$ cat src/rtl/branch_pred_pkg.sv
// Shared constants and counter helpers for the pattern-history-table branch predictor.
package branch_pred_pkg;

  localparam int MODE_BIMODAL = 0;
  localparam int MODE_GSHARE  = 1;

  // Weakly-not-taken: one step below the taken threshold (0 for a 1-bit counter).
  function automatic int unsigned weak_nt(input int unsigned cnt_w);
    return (32'd1 << (cnt_w - 1)) - 32'd1;
  endfunction

  // Helpers work on a 4-bit container; callers truncate to their counter width.
  function automatic logic [3:0] sat_inc_dec(input logic [3:0] cnt, input logic taken,
                                             input int unsigned cnt_w);
    logic [3:0] max_v;
    max_v = 4'((32'd1 << cnt_w) - 32'd1);
    if (taken) return (cnt == max_v) ? cnt : cnt + 4'd1;
    else       return (cnt == 4'd0)  ? cnt : cnt - 4'd1;
  endfunction

endpackage

$ cat src/rtl/sat_counter.sv
// One pattern-history entry: CNT_W-bit saturating up/down counter.
module sat_counter
  import branch_pred_pkg::*;
#(
  parameter int CNT_W = 2
) (
  input  logic             clk,
  input  logic             rst_n,
  input  logic             en,
  input  logic             taken,
  output logic [CNT_W-1:0] cnt
);

  always_ff @(posedge clk) begin
    if (!rst_n)  cnt <= CNT_W'(weak_nt(CNT_W));
    else if (en) cnt <= CNT_W'(sat_inc_dec(4'(cnt), taken, CNT_W));
  end

endmodule

$ cat src/rtl/branch_pht_predictor.sv
// Bimodal / gshare branch predictor with non-speculative global history and
// resolved-branch / mispredict statistics.
module branch_pht_predictor
  import branch_pred_pkg::*;
#(
  parameter int ENTRIES = 64,
  parameter int CNT_W   = 2,
  parameter int MODE    = MODE_BIMODAL,
  parameter int GHR_W   = 6,
  parameter int STAT_W  = 32,
  localparam int IDX_W  = $clog2(ENTRIES)
) (
  input  logic              clk_i,
  input  logic              rst_i,
  input  logic [31:0]       lookup_pc_i,
  output logic              predict_o,
  output logic [IDX_W-1:0]  predict_idx_o,
  input  logic              update_i,
  input  logic [IDX_W-1:0]  update_idx_i,
  input  logic              update_taken_i,
  input  logic              update_pred_i,
  output logic              mispredict_o,
  output logic [GHR_W-1:0]  ghr_o,
  output logic [STAT_W-1:0] branch_cnt_o,
  output logic [STAT_W-1:0] miss_cnt_o
);

  logic [CNT_W-1:0] table_q [ENTRIES];
  logic [GHR_W-1:0] ghr;
  logic [IDX_W-1:0] base;
  logic [IDX_W-1:0] ghr_ext;
  logic [IDX_W-1:0] idx;
  logic             unused_pc_bits;

  assign unused_pc_bits = ^{lookup_pc_i[31:IDX_W+2], lookup_pc_i[1:0]};
  assign base = lookup_pc_i[IDX_W+1:2];

  always_comb begin
    ghr_ext = '0;
    ghr_ext[GHR_W-1:0] = ghr;
    idx = (MODE == MODE_GSHARE) ? (base ^ ghr_ext) : base;
  end

  // No bypass: a same-cycle update to idx is seen from the next cycle on.
  assign predict_o     = table_q[idx][CNT_W-1];
  assign predict_idx_o = idx;

  for (genvar g = 0; g < ENTRIES; g++) begin : g_tbl
    sat_counter #(.CNT_W(CNT_W)) u_cnt (
      .clk   (clk_i),
      .rst_n (rst_i),
      .en    (update_i && (update_idx_i == IDX_W'(g))),
      .taken (update_taken_i),
      .cnt   (table_q[g])
    );
  end

  // Resolve stage: history shift, statistics and registered mispredict flag.
  always_ff @(posedge clk_i) begin
    if (!rst_i) begin
      ghr          <= '0;
      mispredict_o <= 1'b0;
      branch_cnt_o <= '0;
      miss_cnt_o   <= '0;
    end else begin
      mispredict_o <= update_i & (update_pred_i ^ update_taken_i);
      if (update_i) begin
        // Truncation drops the oldest history bit.
        ghr <= GHR_W'({ghr, update_taken_i});
        if (branch_cnt_o != '1) branch_cnt_o <= branch_cnt_o + 1'b1;
        if ((update_pred_i != update_taken_i) && (miss_cnt_o != '1))
          miss_cnt_o <= miss_cnt_o + 1'b1;
      end
    end
  end

  assign ghr_o = ghr;

endmodule

$ cat config.mk
export PLATFORM = sky130hd
export DESIGN_NAME = branch_pht_predictor
export DESIGN_NICKNAME = d
export VERILOG_FILES = /design/src/rtl/branch_pred_pkg.sv /design/src/rtl/sat_counter.sv /design/src/rtl/branch_pht_predictor.sv
export SDC_FILE = /design/constraint.sdc
export NUM_CORES = 1
export LEC_CHECK = 0
export CAP_MARGIN = 25
export CORE_MARGIN = 4
export CORE_UTILIZATION = 55
export DETAILED_ROUTE_END_ITERATION = 10
export DONT_BUFFER_PORTS = 1
export PLACE_DENSITY_LB_ADDON = 0.08
export SETUP_SLACK_MARGIN = 0.15
export SYNTH_ARGS = -nofsm -noshare
export SYNTH_HDL_FRONTEND = slang
export SYNTH_SLANG_ARGS = --single-unit
$ cat constraint.sdc
create_clock -name clk_i -period 3.52 [get_ports clk_i]
set_clock_uncertainty 0.15 [all_clocks]
set_input_delay 0.88 -clock clk_i [delete_from_list [all_inputs] [get_ports clk_i]]
set_output_delay 0.88 -clock clk_i [all_outputs]
set_load 0.01 [all_outputs]
==> run metrics <==
register area share after synthesis=between 30% and 40%; post-detail-place hpwl=16.2 mm; initial antenna violation count=0; setup_tns=0 ns; CP startpoint kind=input port; hold crit path type=reg -> reg; r2r startpoint=miss_cnt_o[9]; drt total wl=25.8 mm; CTS tree=yes; Reg area=roughly 0.0040 sq mm; crit end category=output port; Layout Area Growth over Synthesis=5.68%; total global routing overflow=0; number of pins with negative max-slew slack in the final report=0; CP max FO=14; CP cell instances=mux4_2, mux4_2, o22ai_1, o21ai_0; Pre-antenna DRT Iters=7; power per cell area=around 430 mW/mm^2; Remaining DRCs=0; Worst path max stage delay=0.50 ns; Static Leak=between 3 and 4 nW; placed cells=1448; Die H=145 microns; Min-Delay Path Depth=2; top-level port count=roughly 120; Post CTS Setup Buffer Count=0; Hold-fix buffers, CTS=0; Tmin final=3.31 ns; Antenna Nets Post-Route=0; r2r setup slk=1.00 ns; async set-reset flop share out of synthesis=0%; worst path required time=2.49 ns; Clock transition at path regs=around 0.070 ns; Initial Utilization=55.7%; Sink Count=199; Clock Latency Late Sink=0.45 ns; Worst-Margin Slew=0.977 ns; post-DR vias/cell=around 6.4; Wirelength per Cell=~17 microns; Port Buffers=0; Critical Path AT=approximately 2.3 ns; Slowest cell on crit path=mux4_2; row count=50; Max-slew headroom=34.8%; FMAX=~300 MHz; Final Non-Filler Cells=approximately 1500; H-tree depth=4; Die X=around 150 microns; unrepaired setup endpoints after global routing=false; via count=around 9400; core area=0.0186 sq mm; vias in the first global route=8166; nets=around 1300; library cells used by synthesis=58; Synthesized Nets=about 1300; register bit total from synthesis=between 150 and 200; global-route usage over all layers=a little under a quarter; Post-synth EDFFs=0; Final Hold Violating Endpoints=0; Max IR drop VDD=0.350 mV; final worst-path cycle share=a little over nine tenths; antenna diode count=0; Initial DRC Count=~750; area of the multi-input gates=between 0.005 and 0.006 sq mm; hold_sp=g_tbl[39].u_cnt.cnt[0]; Synth Cell Area=approximately 0.010 sq mm; # fillers=approximately 1700; CP dominant cell by count=mux4_2; post_cts resized=0; CTS Buf Count=17; Cells after Synth=about 1300; die area=0.0212 sq mm; routability cong.=0.786; Final setup viols=0; max cap viols=0; status=finished clean; FF-to-FF End=miss_cnt_o[31]; top_reg_cell synth=dfxtp_1; largest net degree at the start of global routing=between 200 and 250; syn avg cell area=8.03 sq um; Setup Crit Path Kind=in -> out; hold endpoint=g_tbl[39].u_cnt.cnt[1]; Worst path top cell family by delay=multiplexers; CTS root buf=clkbuf_16; maximum root-to-sink buffer count=2; first-pass GRT wire length=42.2 mm; Bufs and invs on worst path=0; worst-case reg-to-reg path depth=5; layout cell share with drive strength beyond 1=6.82%; fin util=58.9%; Ys Warns=0
[where the power goes]
part	total (mW)	switching, mW	internal (mW)
Combinational	0.305	0.152	0.154
Sequential	2.42	0.0989	2.33
Clock	1.98	0.938	1.04
Total	4.70	1.19	3.52
[layout make-up]
cell class / count / area share [%]
clock buffer: 19 / 4.12
clock inverter: 13 / 1.21
inverter: 9 / 0.330
multi-input combinational: 988 / 54.2
sequential: 199 / 36.3
tap: 234 / 2.67
timing repair buffer: 18 / 1.23
[routing by layer]
metal  vias to the layer above  routed length, microns  track usage [%]  part of all wire (%)
met5                         -                       0                0                     0
met4                         0                     368             6.74                   1.4
met3                        27                    1750             5.05                   6.8
met2                       271                   11500             35.6                    44
met1                      4444                   12300             34.3                    47
li1                       4682                       -                -                     -
[cell families after synthesis]
logic type / share of synthesized area (%)
DFF: 38.3
adders and majority gates: 0.241
AOI/OAI and AO/OA: 24.5
xor gates and xnor gates: 1.60
and+or+nand+nor: 26.0
buffers and inverters: 4.47
muxes: 4.94
[worst max path at each step]
stage	slack [ns]	cells past startpoint	endpoint	start
6_report	0.21	4	predict_o	lookup_pc_i[3]
5_1_grt	0.20	4	predict_o	lookup_pc_i[3]
4_1_cts	0.23	4	predict_o	lookup_pc_i[3]
3_5_place_dp	0.23	4	predict_o	lookup_pc_i[3]
3_3_place_gp	0.24	4	predict_o	lookup_pc_i[3]
2_1_floorplan	0.18	5	predict_o	lookup_pc_i[3]
[state kept, by name (all words and copies together) (netlist names)]
name	cells
miss_cnt_o	32
g_tbl.u_cnt.cnt	128
ghr_o	6
mispredict_o	1
branch_cnt_o	32
[cell usage after synthesis, types with 8 or more instances]
cell | n | share of area, %
or3_1 | 16 | 0.96
and3_1 | 56 | 3.4
nand2b_1 | 10 | 0.60
dfxtp_1 | 199 | 38
mux2i_1 | 13 | 1.3
inv_1 | 9 | 0.33
nand4_1 | 18 | 1.1
a21oi_1 | 118 | 5.7
mux4_2 | 17 | 3.7
and4_1 | 13 | 1.1
nor2_1 | 108 | 3.9
xnor2_1 | 17 | 1.4
a21o_1 | 15 | 1.1
o21ai_0 | 160 | 7.7
buf_2 | 11 | 0.53
nand2_1 | 146 | 5.3
clkbuf_1 | 71 | 2.6
buf_1 | 8 | 0.29
or4_1 | 22 | 1.6
o31ai_1 | 48 | 3.5
nand3_1 | 37 | 1.8
o311ai_0 | 34 | 2.9
and2_1 | 37 | 2.2
o211ai_1 | 20 | 1.4
[cells in the final DEF, fill, tap and decap left out, drive strengths merged, types with 15 or more instances in the layout]
cell type	count
nand3	38
o311ai	34
nand2	146
xnor2	17
inv	16
or4	22
o31ai	48
o211ai	20
clkbuf	19
nor2	108
buf	18
nand4	19
or3	16
dfxtp	199
and3	56
a21o	15
and2	37
a21oi	118
o21ai	160
mux4	17
[worst min-delay path: cells and delay by family, from the launching register on]
family           cells  cell delay, ns
AND/OR/NAND/NOR      1            0.06
flip-flops           1            0.32
AO/OA/AOI/OAI        1            0.05
[through the flow]
step / instance area, sq um / setup WS (ns) / hold slack [ns] / power [mW]
floorplan: 10400 / 0.183 / 0.295 / 2.75
global placement: 10400 / 0.235 / 0.309 / 2.77
detailed placement: 10400 / 0.234 / 0.308 / 2.78
CTS: 11000 / 0.234 / 0.320 / 4.73
global route: 11000 / 0.203 / 0.347 / 4.89
finish: 11000 / 0.213 / 0.319 / 4.70
(Power assumes the default switching activity.)
